### src/rtl/apb_regbank.sv
// APB register bank: CTRL (start/irq enable), sticky STATUS, and NREG-2 byte-writable
// config registers, with a configurable number of wait states per access.
module apb_regbank #(
  parameter int DW   = 32,
  parameter int NREG = 8,
  parameter int AW   = 32,
  parameter int WAIT = 0
) (
  input  logic                   I_PCLK,
  input  logic                   I_PRESET_N,
  input  logic                   I_PSEL,
  input  logic                   I_PENABLE,
  input  logic                   I_PWRITE,
  input  logic [AW-1:0]          I_PADDR,
  input  logic [DW-1:0]          I_PWDATA,
  input  logic [DW/8-1:0]        I_PSTRB,
  output logic [DW-1:0]          O_PRDATA,
  output logic                   O_PREADY,
  output logic                   O_PSLVERR,
  input  logic [DW-1:0]          I_STATUS,
  input  logic                   I_DONE,
  output logic [(NREG-2)*DW-1:0] O_CFG,
  output logic                   O_START,
  output logic                   O_IRQ
);
  localparam int IW = $clog2(NREG);
  localparam int NB = DW / 8;

  typedef enum logic [1:0] {IDLE, SETUP, ACCESS} state_t;

  state_t                  state;
  logic [3:0]              wcnt;
  logic [NREG-1:2][DW-1:0] cfg;
  logic                    irq_en, done;
  logic [IW-1:0]           idx;
  logic                    legal, xfer, cmpl, wr, wr_ctrl, wr_stat;
  logic [DW-1:0]           rval;
  logic                    unused;

  assign unused   = I_STATUS[0];
  assign idx      = I_PADDR[IW+1:2];
  assign legal    = (I_PADDR[1:0] == 2'b00) && (I_PADDR < AW'(4 * NREG));
  assign xfer     = I_PSEL & I_PENABLE;
  assign O_PREADY = (state == ACCESS) && (wcnt == 4'd0);
  assign cmpl     = O_PREADY & xfer;
  assign wr       = cmpl & I_PWRITE & legal;
  assign wr_ctrl  = wr & (idx == IW'(0)) & I_PSTRB[0];
  assign wr_stat  = wr & (idx == IW'(1)) & I_PSTRB[0];

  assign O_PRDATA  = (cmpl & ~I_PWRITE & legal) ? rval : '0;
  assign O_PSLVERR = cmpl & ~legal;
  assign O_CFG     = cfg;

  always_comb begin
    rval = '0;
    if (idx == IW'(0)) rval[1] = irq_en;
    else if (idx == IW'(1)) rval = {I_STATUS[DW-1:1], done};
    else
      for (int i = 2; i < NREG; i++)
        if (idx == IW'(i)) rval = cfg[i];
  end

  // State lags the bus by one cycle: SETUP is the first PENABLE cycle.
  always_ff @(posedge I_PCLK or negedge I_PRESET_N) begin
    if (!I_PRESET_N) begin
      state <= IDLE;
      wcnt  <= 4'd0;
    end else begin
      case (state)
        IDLE:   if (I_PSEL && !I_PENABLE) state <= SETUP;
        SETUP: begin
          state <= ACCESS;
          wcnt  <= 4'(WAIT);
        end
        ACCESS: begin
          if (!xfer) state <= IDLE;
          else if (O_PREADY) state <= (I_PSEL && !I_PENABLE) ? SETUP : IDLE;
          else wcnt <= wcnt - 4'd1;
        end
        default: state <= IDLE;
      endcase
    end
  end

  always_ff @(posedge I_PCLK or negedge I_PRESET_N) begin
    if (!I_PRESET_N) begin
      cfg     <= '0;
      irq_en  <= 1'b0;
      done    <= 1'b0;
      O_START <= 1'b0;
      O_IRQ   <= 1'b0;
    end else begin
      O_START <= wr_ctrl & I_PWDATA[0];
      if (wr_ctrl) irq_en <= I_PWDATA[1];
      // a completion pulse beats a same-cycle clear
      if (I_DONE) done <= 1'b1;
      else if (wr_stat && I_PWDATA[0]) done <= 1'b0;
      O_IRQ <= done & irq_en;
      for (int i = 2; i < NREG; i++)
        for (int b = 0; b < NB; b++)
          if (wr && idx == IW'(i) && I_PSTRB[b]) cfg[i][8*b +: 8] <= I_PWDATA[8*b +: 8];
    end
  end
endmodule

### config.mk
export PLATFORM = sky130hd
export DESIGN_NAME = apb_regbank
export DESIGN_NICKNAME = d
export VERILOG_FILES = /design/src/rtl/apb_regbank.sv
export SDC_FILE = /design/constraint.sdc
export NUM_CORES = 1
export LEC_CHECK = 0
export CAP_MARGIN = 15
export CELL_PAD_IN_SITES_DETAIL_PLACEMENT = 1
export CELL_PAD_IN_SITES_GLOBAL_PLACEMENT = 1
export CORE_ASPECT_RATIO = 0.75
export CORE_MARGIN = 8
export CORE_UTILIZATION = 41
export CTS_BUF_LIST = sky130_fd_sc_hd__clkbuf_2 sky130_fd_sc_hd__clkbuf_4 sky130_fd_sc_hd__clkbuf_8
export CTS_CLUSTER_SIZE = 25
export DETAILED_ROUTE_END_ITERATION = 8
export MAX_ROUTING_LAYER = met4
export PLACE_DENSITY_LB_ADDON = 0.1
export SLEW_MARGIN = 5
export SYNTH_ARGS = -nofsm -noshare
export SYNTH_HDL_FRONTEND = slang
export SYNTH_SLANG_ARGS = --single-unit
### constraint.sdc
create_clock -name I_PCLK -period 9 [get_ports I_PCLK]
set_clock_uncertainty 0.15 [all_clocks]
set_input_delay 1.35 -clock I_PCLK [delete_from_list [all_inputs] [get_ports I_PCLK]]
set_output_delay 1.35 -clock I_PCLK [all_outputs]
set_load 0.005 [all_outputs]
==> impl_metrics.ini <==
[logic_synthesis]
yosysWarnings = 0
synth_edf_count = 0
synthArstFlopShare_pct = 100
yosysTopAreaCell = dfrtp_1
synth_flop_cell = dfrtp_1
avgSynthCellArea_um2 = 13.4
synth_most_common_cell = mux2_2
synth_top_area_share_pct = 49.1
ys_ff_latch = 202
synth_cells = 768
synth_nets = 875
ys_types = 43
synthTopCellsByCount = mux2_2 (210), dfrtp_1 (202), nand2_1 (57)
synthTopCellsByArea = dfrtp_1 (49%), mux2_2 (23%), mux4_2 (5.9%)
seq_area_frac_synth_pct = 49.1
syn_area_um2 = 10300

[clock_tree]
cts_hold_buf = 0
cts_root_buffer = clkbuf_8
cts_buffers = 36
clock-sinks = 202
clockBufferDepth = 3
ctsHtreeMaxLevel = 2
insertion_delay_ns = 0.52
tritoncts = built
cts_resized = 0
post-cts-setup-buffers = 0
clkTransAtPathRegs_ns = 0.06

[layout]
drive_above_1_share_pct = 30.3
multi_input_area_um2 = 5040
syn2layout_area_growth_pct = 42.6
fin_nets = 1210
fin_util_pct = 59.1
fillCellCount = 2521
finalNonFillerCells = 1466
design_area_um2 = 14700
regArea_um2 = 5050

[setup_path]
critPathTopFamily = simple AND/OR/NAND/NOR gates
worstRegToRegCells = 7
r2r_end = O_CFG[185]
cp-start-kind = input port
worstPathArrival_ns = 5.06
critPathMaxFanout = 28
path_class = in -> out
r2r_slack_ns = 5.28
crit_path_end_kind = output pin
regToRegStartpoint = wcnt[0]
required_ns = 7.50
cp.depth = 8
cp_num_buf_inv = 4
crit_chain = clkdlybuf4s50_1, nand2_1, or4_2, buf_4, nor4b_4, buf_4, nor3b_1, clkdlybuf4s50_1
crit_path_top_delay_cell = nor4b_4
cp_slowest_stage_delay_ns = 1.03

[drt]
vias_per_cell = 5.43
drt_pass1_iterations = 4
first_iter_violations = 361
drc = 0
wl_mm = 36.6
wire_per_inst_um = 24.9
vias = 7964
ant_nets = 0

[place]
place_congestion = 0.776
dpl_cell_area_um2 = 13900
place_ws_ns = 2.50
dp.cells = 1403
hpwl_mm = 26.2
io_buffers = 332

[grt]
grt_pass1_vias = 9015
grt_max_degree = 82
grt_pass1_wl_mm = 55.7
grt_usage_pct = 24.4
grt_overflow = 0
antenna_found_initial = 1

[pwr]
ir_drop_mv = 0.100
leakage_nw = 6.67
power_density_nw_per_um2 = 134
power_mw = 1.97

[sta]
maxSlewViolCount = 0
setup_ws_ns = 2.44
final.min_clock_period_ns = 6.56
finalCritPeriodShare_pct = 72.9
hold_viol = 0
max_freq_mhz = 152
worst_slew_margin_rel_pct = 27.8
setup_viol = 0
setup_tns_ns = 0
rsz0062_at_grt = false
whs_ns = 0.364
worst_slew_pin_slew_ns = 1.08

[worst_hold_path]
holdCritStartpoint = O_CFG[23]
min_to = O_CFG[23]
hp-class = reg -> reg
hold_depth = 1

[flow_run]
drv_cap = 0

[die]
initial_core_util_pct = 41.5
dieArea_um2 = 30500
die_y_um = 153
core_area_um2 = 24800
io_pins = 334
fp-row-count = 50
die_x_um = 199

[status]
status = finished clean
-- cells by family after synthesis --
logic type | Yosys count | synth area share (%)
compound gates | 84 | 5.18
fa+ha+maj | 1 | 0.122
buf+inv | 52 | 2.15
flops | 202 | 49.1
mux | 257 | 31.0
simple gates | 172 | 12.5
-- flip-flops by register name, indices dropped and copies added, names as in the netlist --
name     cells
O_IRQ        1
O_CFG      192
state        2
wcnt         4
O_START      1
irq_en       1
done         1
-- area by class of cell --
| class | count | area share, % |
|---|---|---|
| timing repair buffer | 342 | 23.1 |
| inverter | 7 | 0.179 |
| multi-input combinational | 514 | 34.3 |
| tap | 338 | 2.88 |
| clock buffer | 60 | 5.03 |
| clock inverter | 2 | 0.0682 |
| sequential | 202 | 34.4 |
| antenna | 1 | 0.0170 |
-- cell usage in the layout, fill, tap and decap left out, types with 3 or more instances in the layout --
cell	synthesis	final
dfrtp_1	202	202
nor3_1	5	5
nor2b_1	7	6
and2_1	33	33
buf_4	0	12
a21oi_1	8	8
and3b_1	3	3
nor4_4	24	24
a22oi_1	27	27
mux2_1	11	11
nor3b_1	6	6
clkbuf_4	0	14
mux2_2	210	210
o21ai_0	33	33
o22ai_1	5	5
mux4_2	27	27
nand3_1	8	8
nor4_1	7	7
clkbuf_8	0	47
mux2i_1	9	9
inv_1	7	7
nor2_1	11	11
clkdlybuf4s50_1	0	328
nand2_1	57	57
-- power by group --
part,leakage [nW],internal (mW),switching (mW)
Combinational,3.45,0.0691,0.0890
Clock,0.403,0.514,0.376
Sequential,2.82,0.913,0.00553
Total,6.67,1.50,0.471
-- worst max-delay path by stage --
stage                     start           end  slack, ns
detailed placement    I_PENABLE  O_PRDATA[21]       2.50
floorplan           I_PADDR[24]  O_PRDATA[19]       4.31
global route          I_PENABLE  O_PRDATA[21]       2.27
CTS                   I_PENABLE  O_PRDATA[21]       2.50
global placement      I_PENABLE  O_PRDATA[20]       2.56
finish                   I_PSEL   O_PRDATA[6]       2.44
-- routing by layer --
layer	share of wire (%)	global-route usage, %
met1	41	29.7
met2	48	38.6
met3	8.3	7.48
met4	2.7	7.71
met5	0	-
No activity file was read; power rests on OpenSTA's default activity.
